--- src/rtl/alu_seq.sv ---
// Sequential ALU: one op per START, registered result and flags, one-cycle DONE strobe.
// MUL is an iterative shift-add multiplier that holds BUSY for DATA_WIDTH cycles.
module alu_seq #(
   parameter int unsigned DATA_WIDTH = 8,
   parameter int unsigned OP_WIDTH   = 4
) (
   input  logic                  CLK,
   input  logic                  RST,
   input  logic                  START,
   input  logic [OP_WIDTH-1:0]   OP,
   input  logic [DATA_WIDTH-1:0] IN0,
   input  logic [DATA_WIDTH-1:0] IN1,
   output logic                  BUSY,
   output logic                  DONE,
   output logic [DATA_WIDTH-1:0] OUT,
   output logic [DATA_WIDTH-1:0] OUT_HI,
   output logic [3:0]            FLAGS
);

   localparam int unsigned W  = DATA_WIDTH;
   localparam int unsigned CW = $clog2(W + 1);

   typedef enum logic {
      ST_IDLE,
      ST_MUL
   } state_t;

   typedef enum logic [3:0] {
      OP_ADD = 4'd0,
      OP_PA  = 4'd1,
      OP_INC = 4'd2,
      OP_PB  = 4'd3,
      OP_SUB = 4'd4,
      OP_DEC = 4'd5,
      OP_AND = 4'd6,
      OP_OR  = 4'd7,
      OP_XOR = 4'd8,
      OP_NOT = 4'd9,
      OP_SHL = 4'd10,
      OP_SHR = 4'd11,
      OP_ASR = 4'd12,
      OP_MUL = 4'd13
   } op_t;

   state_t          state, state_n;
   logic [W-1:0]    out_q, out_n;
   logic [W-1:0]    hi_q, hi_n;
   logic [3:0]      flags_q, flags_n;
   logic            done_q, done_n;
   logic [CW-1:0]   cnt_q, cnt_n;
   logic [2*W-1:0]  prod_q, prod_n;
   logic [W-1:0]    mcand_q, mcand_n;

   logic [3:0]      op_lo;
   logic            op_rsv;
   logic            is_mul;
   logic [W:0]      sum_ext;
   logic [W:0]      inc_ext;
   logic [W-1:0]    diff;
   logic [W-1:0]    dec;
   logic [W-1:0]    alu_res;
   logic            alu_c;
   logic            alu_v;
   logic            alu_bad;
   logic [3:0]      alu_flags;
   logic [W:0]      mul_sum;
   logic [2*W-1:0]  prod_step;

   assign op_lo   = OP[3:0];
   assign op_rsv  = (OP >> 4) != '0;
   assign is_mul  = !op_rsv && (op_lo == OP_MUL);
   assign sum_ext = {1'b0, IN0} + {1'b0, IN1};
   assign inc_ext = {1'b0, IN0} + {{W{1'b0}}, 1'b1};
   assign diff    = IN0 - IN1;
   assign dec     = IN0 - {{(W-1){1'b0}}, 1'b1};

   always_comb begin
      alu_res = '0;
      alu_c   = 1'b0;
      alu_v   = 1'b0;
      alu_bad = 1'b0;
      case (op_lo)
         OP_ADD: begin
            alu_res = sum_ext[W-1:0];
            alu_c   = sum_ext[W];
            alu_v   = (IN0[W-1] == IN1[W-1]) && (sum_ext[W-1] != IN0[W-1]);
         end
         OP_PA: alu_res = IN0;
         OP_INC: begin
            alu_res = inc_ext[W-1:0];
            alu_c   = inc_ext[W];
            alu_v   = !IN0[W-1] && inc_ext[W-1];
         end
         OP_PB: alu_res = IN1;
         OP_SUB: begin
            alu_res = diff;
            alu_c   = IN0 < IN1;
            alu_v   = (IN0[W-1] != IN1[W-1]) && (diff[W-1] != IN0[W-1]);
         end
         OP_DEC: begin
            alu_res = dec;
            alu_c   = IN0 == '0;
            alu_v   = IN0[W-1] && !dec[W-1];
         end
         OP_AND: alu_res = IN0 & IN1;
         OP_OR:  alu_res = IN0 | IN1;
         OP_XOR: alu_res = IN0 ^ IN1;
         OP_NOT: alu_res = ~IN0;
         OP_SHL: begin
            alu_res = {IN0[W-2:0], 1'b0};
            alu_c   = IN0[W-1];
         end
         OP_SHR: begin
            alu_res = {1'b0, IN0[W-1:1]};
            alu_c   = IN0[0];
         end
         OP_ASR: begin
            alu_res = {IN0[W-1], IN0[W-1:1]};
            alu_c   = IN0[0];
         end
         default: alu_bad = 1'b1;
      endcase
      if (op_rsv || alu_bad) begin
         alu_res   = '0;
         alu_flags = 4'b1000;
      end else begin
         alu_flags = {alu_res == '0, alu_res[W-1], alu_c, alu_v};
      end
   end

   // Upper half accumulates; the multiplier shifts out of the lower half as the product shifts in.
   assign mul_sum   = {1'b0, prod_q[2*W-1:W]} + (prod_q[0] ? {1'b0, mcand_q} : '0);
   assign prod_step = {mul_sum, prod_q[W-1:1]};

   always_comb begin
      state_n = state;
      out_n   = out_q;
      hi_n    = hi_q;
      flags_n = flags_q;
      done_n  = 1'b0;
      cnt_n   = cnt_q;
      prod_n  = prod_q;
      mcand_n = mcand_q;
      case (state)
         ST_IDLE: begin
            if (START) begin
               if (is_mul) begin
                  mcand_n = IN0;
                  prod_n  = {{W{1'b0}}, IN1};
                  cnt_n   = CW'(W);
                  state_n = ST_MUL;
               end else begin
                  out_n   = alu_res;
                  hi_n    = '0;
                  flags_n = alu_flags;
                  done_n  = 1'b1;
               end
            end
         end
         ST_MUL: begin
            prod_n = prod_step;
            cnt_n  = cnt_q - CW'(1);
            if (cnt_q == CW'(1)) begin
               out_n   = prod_step[W-1:0];
               hi_n    = prod_step[2*W-1:W];
               flags_n = {prod_step == '0, prod_step[2*W-1], 2'b00};
               done_n  = 1'b1;
               state_n = ST_IDLE;
            end
         end
         default: state_n = ST_IDLE;
      endcase
   end

   always_ff @(posedge CLK) begin
      if (RST) begin
         state   <= ST_IDLE;
         out_q   <= '0;
         hi_q    <= '0;
         flags_q <= '0;
         done_q  <= 1'b0;
         cnt_q   <= '0;
         prod_q  <= '0;
         mcand_q <= '0;
      end else begin
         state   <= state_n;
         out_q   <= out_n;
         hi_q    <= hi_n;
         flags_q <= flags_n;
         done_q  <= done_n;
         cnt_q   <= cnt_n;
         prod_q  <= prod_n;
         mcand_q <= mcand_n;
      end
   end

   assign BUSY   = (state == ST_MUL);
   assign DONE   = done_q;
   assign OUT    = out_q;
   assign OUT_HI = hi_q;
   assign FLAGS  = flags_q;

endmodule

--- config.mk ---
export PLATFORM = sky130hd
export DESIGN_NAME = alu_seq
export DESIGN_NICKNAME = d
export VERILOG_FILES = /design/src/rtl/alu_seq.sv
export SDC_FILE = /design/constraint.sdc
export NUM_CORES = 1
export LEC_CHECK = 0
export ABC_AREA = 1
export BUFFER_PORTS_ARGS = -buffer_cell sky130_fd_sc_hd__buf_2
export CORE_ASPECT_RATIO = 0.8
export CORE_MARGIN = 5
export CORE_UTILIZATION = 25
export DETAILED_ROUTE_END_ITERATION = 6
export HOLD_SLACK_MARGIN = 0.12
export SKIP_CTS_REPAIR_TIMING = 1
export SLEW_MARGIN = 30
export SYNTH_ARGS = -nofsm -noshare
export SYNTH_HDL_FRONTEND = slang
export SYNTH_SLANG_ARGS = --single-unit
--- constraint.sdc ---
create_clock -name CLK -period 2.9 [get_ports CLK]
set_input_delay 0.29 -clock CLK [delete_from_list [all_inputs] [get_ports CLK]]
set_output_delay 0.29 -clock CLK [all_outputs]
set_load 0.005 [all_outputs]
# Yosys cells after proc, flatten, opt, wreduce, memory -nomap -nowiden

Cells that the tools add are included.

Word-level logic and storage cells: 89
Input bits: 23
Flip-flop bits (word level): 50

Order comparisons: 1
Add/subtract/negate cells: 6
Reductions and logical operators: 15
Muxes and demuxes: 32
Equal/unequal tests: 22
Bitwise logic cells: 5

Operators with widths:

| operator                                                              | number |
|---|---|
| 8-bit one-hot mux with 13 select lines                                | 1 |
| 8-bit two-way mux                                                     | 8 |
| 16-bit two-way mux                                                    | 2 |
| 16-bit one-hot mux with 2 select lines                                | 1 |
| 8-bit one-hot mux with 2 select lines                                 | 2 |
| 4-bit equality test, second input constant                            | 6 |
| 4-bit two-way mux                                                     | 6 |
| 8-bit by 8-bit adder with 9-bit output                                | 2 |
| 4-bit by 3-bit equality test with 1-bit output, second input constant | 4 |
| 16-bit logical NOT                                                    | 1 |
| 8-bit logical NOT                                                     | 2 |
| 4-bit one-hot mux with 2 select lines                                 | 2 |
| 13-bit OR reduction                                                   | 1 |
| 8-bit by 1-bit adder with 9-bit output, second input constant         | 1 |
| 8-bit bitwise AND                                                     | 1 |
| 4-bit by 1-bit equality test with 1-bit output, second input constant | 2 |
| 4-bit by 2-bit equality test with 1-bit output, second input constant | 2 |
| 8-bit less-than comparator                                            | 1 |
| 8-bit inverter                                                        | 1 |
| 8-bit OR                                                              | 1 |
| 8-bit by 1-bit subtractor with 8-bit output, second input constant    | 1 |
| 8-bit subtractor                                                      | 1 |
| 8-bit bitwise XOR                                                     | 1 |
| 1-bit two-way mux                                                     | 6 |
| other kinds (15)                                                      | 25 |

# Depth between registers and ports, before layout

Gate-level depths: netlist of run 1.

Depth in word-level cells: 8
Mapped depth: 16

# Worst setup path after synthesis of run 1

No wires, ideal clock.

Path kind: input-to-reg
Start point: input port IN0[0]
End point: register flags_q[3], in the netlist FLAGS[3]
Arrival time: 2.120 ns
Stages: 14
Buffers on the path: 1
Setup slack: 0.710 ns
Library setup time: 0.070 ns
Path through: buf_2 > clkinv_1 > ha_1 > fa_1 > inv_1 > nand3_1 > nand2_1 > nor2_1 > nand2_1 > nor2_1 > nand3_1 > nor2_1 > nand4_1 > a21oi_1

Longest elaborated chain between the ends: 7

Ends and longest elaborated chain:

| item                                                                      | RTL line | source |
|---|---|---|
| from (decl)                                                               | 11       | `input logic [DATA_WIDTH-1:0] IN0,` |
| 8-bit by 1-bit subtractor with 8-bit output, or another cell as far along | 75       | `assign dec = IN0 - {{(W-1){1'b0}}, 1'b1};` |
| 8-bit one-hot mux with 13 select lines *                                  | 82       | `case (op_lo)` |
| 8-bit logical NOT *                                                       | 127      | `alu_flags = {alu_res == '0, alu_res[W-1], alu_c, alu_v};` |
| 4-bit two-way mux *                                                       | 123      | `if (op_rsv \|\| alu_bad) begin` |
| 4-bit two-way mux *                                                       | 147      | `if (is_mul) begin` |
| 4-bit two-way mux *                                                       | 146      | `if (START) begin` |
| 4-bit one-hot mux with 2 select lines *                                   | 144      | `case (state)` |
| to (signal assigned)                                                      | 189      | `flags_q <= flags_n;` |
| to (decl)                                                                 | 48       | `logic [3:0] flags_q, flags_n;` |

Mark *: on every way between the ends. The rest lies on a longest branch, timed or not. The select of a mux whose other input is x is not followed.
A chain may end at the register's enable or synchronous reset.

# Worst setup path after layout of run 1

Start point: register prod_q[0]
End point: register flags_q[3], in the netlist FLAGS[3]

Longest elaborated chain between the ends: 5

Ends and longest elaborated chain:

| item                                   | RTL line | source |
|---|---|---|
| from (decl)                            | 51       | `logic [2*W-1:0] prod_q, prod_n;` |
| from (signal assigned)                 | 192      | `prod_q <= prod_n;` |
| 8-bit two-way mux                      | 132      | `assign mul_sum = {1'b0, prod_q[2*W-1:W]} + (prod_q[0] ? {1'b0, mcand_q} : '0);` |
| 8-bit by 8-bit adder with 9-bit output | 132      |  |
| 16-bit logical NOT                     | 166      | `flags_n = {prod_step == '0, prod_step[2*W-1], 2'b00};` |
| 4-bit two-way mux                      | 163      | `if (cnt_q == CW'(1)) begin` |
| 4-bit one-hot mux with 2 select lines  | 144      |  |

No other way between the ends. The select of a mux whose other input is x is not followed.

==> impl_results.md, run 1 <==
* Total number of vias at 4,874
* Critical Path AT at 2.51 ns
* Maximum number of pins on one net before global-route repair at 35
* Minimum setup slack among reg-to-reg paths at 0.61 ns
* Antenna violations before repair at 1
* Status: completed
* Leakage power of the design at 2.52 nW
* Crit path capture type: register
* First-pass GRT wire length at 24,700 µm
* Clock skew at between 0.002 and 0.003 ns
* ANT cells at 0
* Slew Limit Fails at 0
* Initial cell density of the core at 25.4%
* Final period utilization at 79.0%
* Mapped Avg Cell Area at 5.96 µm²
* Area delta synth->final at 13.7%
* Largest driver fanout on the critical path at 9
* Core area at 17,300 µm²
* F_max at 437 MHz
* Final total negative setup slack at 0 ns
* Sw frac at about a third
* Proportion of layout cells with a drive suffix above 1 at 10.2%
* Ratio of routed vias to standard cells at 4.89
* Number of DRC violations after detailed-routing iteration 0 at 522
* Final Hold Vio Count at 0
* Total DRC errors in the routed layout at 0
* Clock buffer count from CTS at 5
* Clock latency on the worst-skew pair at 0.29 ns
* Avg WL per Cell at 15.3 µm
* Number of distinct standard cells referenced by the synthesized netlist at 33
* CTS tree: done
* Sequential share of power at 39.1%
* Weighted congestion at the end of routability-driven global placement at 0.950
* Via count of the first global-routing pass at 4,539
* Die outline width at about 160 µm
* Global-route total usage across every layer at around 15%
* Cells after Synth at 739
* Worst IR drop on VDD at approximately 280 µV
* Critical path type: register to register
* Detail Placement HPWL at between 10,000 and 15,000 µm
* Power density normalized to cell area at about 370 nW/µm²
* Class of the most critical hold timing path: input port to register
* Min Clock Period, post-route at 2.29 ns
* Worst EP required at 3.12 ns
* Master cell of the clock root buffer: sky130_fd_sc_hd__clkbuf_16
* Combined area of all synthesized cells at 4410 µm²
* Ports placed on the boundary at 45
* Switching power at 0.000597 W
* Clock buffer depth at 2
* Endpoints failing setup at 0
* Buffers added on ports at 44
* Layout Utilization at 28.9%
* Vertical die dimension at 129 µm
* Remaining Overflow, GRT at 0
* Clock power frac at roughly 36%
* Number of warnings printed during yosys synthesis at 0
* Post-route ant nets at 0
* Rows at 43
* Detailed Routing Iterations Pass 1 at 5
* Slew Limit Headroom at between 40% and 50%
* Clock net sink count at 50
* RSZ-0062 raised after global routing: false
* Total Die Area at approximately 20,000 µm²
* Total length of routed wires at 15,300 µm
* Transition at the pin with the smallest max-transition slack at 0.768 ns
* Startpoint type of the worst setup path: register
* Gate power share at around a quarter
* Clock-pin slew reported for the worst setup and hold paths after clock tree synthesis at 0.07 ns
* Max capacitance violation total at 0
* Internal power summed over all cells at approximately 0.0013 W
* Seq cells post-synth at 50
* Post-layout net count at 835
* Synthesized net count at approximately 800
* H-tree depth at 2
* Sequential element share of the synthesized area at 22.7%
[placed cells by master (no fill, tap or decap)]
cell type and count:
sky130_fd_sc_hd__o211ai_1 3, sky130_fd_sc_hd__buf_2 44, sky130_fd_sc_hd__nor2_2 7, sky130_fd_sc_hd__clkinv_2 1
sky130_fd_sc_hd__a21oi_1 44, sky130_fd_sc_hd__nand4_1 14, sky130_fd_sc_hd__nor2_1 76, sky130_fd_sc_hd__nand3_1 89
sky130_fd_sc_hd__nand3b_1 2, sky130_fd_sc_hd__nand2_2 2, sky130_fd_sc_hd__or2_2 4, sky130_fd_sc_hd__dfxtp_1 50
sky130_fd_sc_hd__o21ai_0 38, sky130_fd_sc_hd__nor2_4 1, sky130_fd_sc_hd__o22ai_1 1, sky130_fd_sc_hd__bufinv_16 1
sky130_fd_sc_hd__and2_1 1, sky130_fd_sc_hd__xnor2_1 3, sky130_fd_sc_hd__o21bai_1 1, sky130_fd_sc_hd__a31oi_1 18
sky130_fd_sc_hd__inv_2 5, sky130_fd_sc_hd__xor2_1 3, sky130_fd_sc_hd__buf_4 7, sky130_fd_sc_hd__clkbuf_16 5
sky130_fd_sc_hd__o21ai_2 1, sky130_fd_sc_hd__nor3_1 4, sky130_fd_sc_hd__o21ai_1 2, sky130_fd_sc_hd__nand2_1 220
sky130_fd_sc_hd__nor4_1 1, sky130_fd_sc_hd__ha_1 39, sky130_fd_sc_hd__a211oi_1 1, sky130_fd_sc_hd__inv_6 1
sky130_fd_sc_hd__inv_1 78, sky130_fd_sc_hd__clkinv_1 1, sky130_fd_sc_hd__fa_1 3
[per-stage QoR]
step	setup WS, ns	instance area [µm²]	power (W)	instances	hold WS (ns)
2_1_floorplan	0.710	4410	0.00103	739	0.359
3_3_place_gp	0.364	4840	0.00120	988	0.458
3_5_place_dp	0.394	4840	0.00120	988	0.458
4_1_cts	0.611	5010	0.00187	996	0.329
5_1_grt	0.396	5010	0.00195	996	0.341
6_report	0.610	5010	0.00186	996	0.332
[power groups by stage]
stage	clock, W	sequential (W)	combinational (W)
floorplan	0	0.000742	0.000291
global placement	0	0.000745	0.000452
detailed placement	0	0.000745	0.000452
CTS	0.000684	0.000729	0.000454
global route	0.000705	0.000732	0.000518
finish	0.000673	0.000728	0.000460
[logic make-up (layout without fill, tap and decap cells)]
| logic type | count (synthesis) | after routing | synth area share [%] |
|---|---|---|---|
| and+or+nand+nor | 421 | 421 | 40.4 |
| AOI/OAI and AO/OA | 109 | 109 | 13.3 |
| buffers and inverters | 111 | 143 | 9.91 |
| adders and majority gates | 42 | 42 | 12.4 |
| DFF | 50 | 50 | 22.7 |
| xor gates and xnor gates | 6 | 6 | 1.19 |
[path summary, 6_finish.rpt]
check | depth (start not counted) | to | startpoint
worst max-delay path | 13 | FLAGS[3] | prod_q[0]
worst min-delay path | 3 | prod_q[3] | IN1[3]
worst max register to register | 13 | FLAGS[3] | prod_q[0]
worst min register to register | 2 | FLAGS[1] | FLAGS[1]
[critical path: stages (launching register included)]
cell                      delay [ns]
sky130_fd_sc_hd__dfxtp_1        0.47
sky130_fd_sc_hd__nand2_1        0.10
sky130_fd_sc_hd__inv_1          0.06
sky130_fd_sc_hd__ha_1           0.20
sky130_fd_sc_hd__fa_1           0.44
sky130_fd_sc_hd__nor2_1         0.11
sky130_fd_sc_hd__nand2_1        0.06
sky130_fd_sc_hd__nor3_1         0.18
sky130_fd_sc_hd__nand2_1        0.08
sky130_fd_sc_hd__nor2_1         0.09
sky130_fd_sc_hd__nand4_1        0.09
sky130_fd_sc_hd__nor2_1         0.16
sky130_fd_sc_hd__nor2_1         0.06
sky130_fd_sc_hd__a21oi_1        0.13
[layout make-up]
class	instances	area, µm²
clock buffer	5	125
clock inverter	3	43.8
fill	1967	12300
inverter	84	315
multi-input combinational	578	2970
sequential	50	1000
tap	225	282
timing repair buffer	51	273
[metal layers]
metal	vias to the layer above	part of all wire (%)	GRT usage, %
li1	2467	-	-
met1	2162	49	22.5
met2	208	41	21.8
met3	35	7.4	2.82
met4	2	2.4	4.11
met5	-	0.085	0
[state kept, by name, summed over array words and instances (netlist names)]
name,count
prod_q,16
mcand_q,8
cnt_q,4
BUSY,1
OUT_HI,8
OUT,8
FLAGS,4
DONE,1
[synth_stat cells]
cell type	n	share of area [%]
sky130_fd_sc_hd__nor2_2	6	0.85
sky130_fd_sc_hd__nor2_1	77	6.6
sky130_fd_sc_hd__buf_1	2	0.17
sky130_fd_sc_hd__nand4_1	14	2.0
sky130_fd_sc_hd__inv_2	5	0.43
sky130_fd_sc_hd__nand3_1	89	10
sky130_fd_sc_hd__a21oi_1	44	5.0
sky130_fd_sc_hd__nand2_2	2	0.28
sky130_fd_sc_hd__clkbuf_2	1	0.11
sky130_fd_sc_hd__or2_2	4	0.57
sky130_fd_sc_hd__xnor2_1	3	0.60
sky130_fd_sc_hd__clkbuf_1	9	0.77
sky130_fd_sc_hd__clkinv_1	1	0.085
sky130_fd_sc_hd__inv_1	78	6.6
sky130_fd_sc_hd__a31oi_1	18	2.6
sky130_fd_sc_hd__and2_1	1	0.14
sky130_fd_sc_hd__o21bai_1	1	0.17
sky130_fd_sc_hd__o21ai_0	38	4.3
sky130_fd_sc_hd__fa_1	3	1.4
sky130_fd_sc_hd__nand3b_1	2	0.34
sky130_fd_sc_hd__a211oi_1	1	0.17
sky130_fd_sc_hd__o21ai_2	1	0.20
sky130_fd_sc_hd__nor2_4	1	0.26
sky130_fd_sc_hd__o211ai_1	3	0.51
sky130_fd_sc_hd__dfxtp_1	50	23
sky130_fd_sc_hd__xor2_1	3	0.60
sky130_fd_sc_hd__nor4_1	1	0.14
sky130_fd_sc_hd__o21ai_1	2	0.23
sky130_fd_sc_hd__nor3_1	4	0.45
sky130_fd_sc_hd__ha_1	39	11
sky130_fd_sc_hd__o22ai_1	1	0.14
sky130_fd_sc_hd__nand2_1	220	19
sky130_fd_sc_hd__buf_2	15	1.7
Note: power is estimated with default switching activity, not from simulation.
==> inputs of run 2 (changes only) <==
==> constraint.sdc (replaced) <==
create_clock -name CLK -period 2.1 [get_ports CLK]
set_input_delay 0.21 -clock CLK [delete_from_list [all_inputs] [get_ports CLK]]
set_output_delay 0.21 -clock CLK [all_outputs]
set_load 0.005 [all_outputs]
==> impl_results.md, run 2 (synthesized netlist as in run 1, its figures left out) <==
* CTS tree: done (unchanged)
* Cell total after placement at 1,022 (was 988)
* Slew Limit Headroom at 33.8% (was 48.8%)
* Maximum number of pins on one net before global-route repair at 29 (was 35)
* Post-layout net count at 869 (was 835)
* Endpoints failing setup at 0 (unchanged)
* Total length of routed wires at 15,700 µm (was 15,300 µm)
* Total DRC errors in the routed layout at 0 (unchanged)
* Ratio of routed vias to standard cells at 4.97 (was 4.89)
* Flip-flop count of the largest register after layout at 16 (unchanged)
* Min Clock Period, post-route at 2.07 ns (was 2.29 ns)
* Top library cells by usage in the layout, fill and taps aside: sky130_fd_sc_hd__nand2_1, sky130_fd_sc_hd__nand3_1, sky130_fd_sc_hd__inv_1 (unchanged)
* Startpoint type of the worst setup path: register (unchanged)
* First-pass GRT wire length at 24,700 µm (about the same)
* Worst EP required at 2.32 ns (was 3.12 ns)
* Detail Placement HPWL at 12,100 µm (was 11,700 µm)
* Worst hold slack at 0.261 ns (was 0.332 ns)
* Clock-pin slew reported for the worst setup and hold paths after clock tree synthesis at 0.07 ns (about the same)
* Vertical die dimension at 129 µm (unchanged)
* Detailed Routing Iterations Pass 1 at 7 (was 5)
* Buffers added on ports at 44 (unchanged)
* Clock buffer depth at 2 (unchanged)
* Transition at the pin with the smallest max-transition slack at 0.989 ns (was 0.768 ns)
* Critical path type: register to register (unchanged)
* Final total negative setup slack at 0 ns (unchanged)
* F_max at 484 MHz (was 437 MHz)
* Antenna violations before repair at 0 (was 1)
* Clock buffer count from CTS at 5 (unchanged)
* Final Hold Vio Count at 0 (unchanged)
* Via count of the first global-routing pass at 4,696 (was 4,539)
* Total Die Area at 20,400 µm² (unchanged)
* Ports placed on the boundary at 45 (unchanged)
* Remaining Overflow, GRT at 0 (unchanged)
* Critical Path AT at 2.29 ns (was 2.51 ns)
* Worst IR drop on VDD at 323 µV (was 282 µV)
* Leakage power of the design at 2.69 nW (was 2.52 nW)
* Global-route total usage across every layer at 15.0% (about the same)
* Clock latency on the worst-skew pair at 0.28 ns (was 0.29 ns)
* Die outline width at 158 µm (unchanged)
* Clock net sink count at 50 (unchanged)
* Total number of vias at 5,122 (was 4,874)
* Weighted congestion at the end of routability-driven global placement at 0.964 (was 0.950)
* Avg WL per Cell at 15.2 µm (was 15.3 µm)
* Final period utilization at 98.4% (was 79.0%)
* Area delta synth->final at 22.7% (was 13.7%)
* Non-filler cells, final at 1,030 (was 996)
* Proportion of layout cells with a drive suffix above 1 at 16.0% (was 10.2%)
* Commonest non-fill, non-tap cell in the layout: sky130_fd_sc_hd__nand2_1 (unchanged)
* H-tree depth at 2 (unchanged)
* Number of DRC violations after detailed-routing iteration 0 at 565 (was 522)
* Setup slack at placement at -0.215 ns (was 0.394 ns)
* Filler Cell Count at 1,938 (was 1,967)
* Crit path capture type: register (unchanged)
* Master cell of the clock root buffer: sky130_fd_sc_hd__clkbuf_16 (unchanged)
* RSZ-0062 raised after global routing: true (was false)
* Slew Limit Fails at 0 (unchanged)
* ANT cells at 0 (unchanged)
* Class of the most critical hold timing path: input port to register (unchanged)
* Worst setup margin at 0.0328 ns (was 0.610 ns)
* Max capacitance violation total at 0 (unchanged)
* Largest driver fanout on the critical path at 6 (was 9)
* Post-route ant nets at 0 (unchanged)
* Initial cell density of the core at 25.4% (unchanged)
* Clock skew at 0.00525 ns (was 0.00257 ns)
* Register name with the most flops: prod_q (unchanged)
* Rows at 43 (unchanged)
* Core area at 17,300 µm² (unchanged)
* Power density normalized to cell area at 511 nW/µm² (was 372 nW/µm²)
* Status: completed (unchanged)
* Minimum setup slack among reg-to-reg paths at 0.03 ns (was 0.61 ns)
-- run 2: cell count changes in the layout (fill, tap and decap cells not counted), moves of 2 or more --
cell	delta
sky130_fd_sc_hd__nand2_1	-2
sky130_fd_sc_hd__buf_4	+33
sky130_fd_sc_hd__ha_4	+5
sky130_fd_sc_hd__nand2_2	+2
sky130_fd_sc_hd__ha_1	-5
-- run 2: power breakdown --
part / switching, W / internal [W]
clock network: 0.000351 / 0.000715
logic: 0.000454 / 0.000237
registers: 0.0000222 / 0.000984
total: 0.000827 / 0.00194
-- run 2: worst paths after layout --
path              startpoint        end  cells after the start
setup / recovery   prod_q[0]   FLAGS[3]                     12
hold / removal        IN1[7]  prod_q[7]                      3
setup reg to reg   prod_q[0]   FLAGS[3]                     12
hold reg to reg     FLAGS[0]   FLAGS[0]                      2
-- run 2: final cells by class --
type,count,area [µm²],area share [%]
Tap cell,225,282,5.21
Clock buffer,6,139,2.57
Inverter,84,317,5.85
Sequential cell,50,1000,18.6
Multi-Input combinational cell,578,3070,56.7
Clock inverter,2,60.1,1.11
Timing Repair Buffer,85,541,10.0
-- run 2: routing by layer --
layer	routed length, µm	part of all wire [%]	up-vias	track usage, %
li1	-	-	2539	-
met1	7580	48	2326	22.6
met2	6450	41	233	22.5
met3	1330	8.5	24	2.56
met4	316	2.0	0	3.06
met5	0	0	-	0
-- run 2: stage by stage --
step                      utilization (%)  total power [W]  instance area, µm²
after global routing                 31.2          0.00290                5410
after detailed placement             29.5          0.00171                5110
final                                31.2          0.00276                5410
after global placement               29.5          0.00171                5110
after floorplan                         -          0.00143                4410
after CTS                            30.6          0.00277                5310
-- run 2: critical path, stage by stage, from the launching register on --
cell	delay [ns]
sky130_fd_sc_hd__dfxtp_4	0.36
sky130_fd_sc_hd__buf_4	0.15
sky130_fd_sc_hd__nand2_1	0.07
sky130_fd_sc_hd__inv_1	0.06
sky130_fd_sc_hd__ha_4	0.30
sky130_fd_sc_hd__nand2_1	0.09
sky130_fd_sc_hd__or2_2	0.30
sky130_fd_sc_hd__nand3_1	0.08
sky130_fd_sc_hd__xnor2_1	0.14
sky130_fd_sc_hd__nand4_1	0.13
sky130_fd_sc_hd__nor2_2	0.16
sky130_fd_sc_hd__nor2_1	0.06
sky130_fd_sc_hd__a21oi_1	0.11
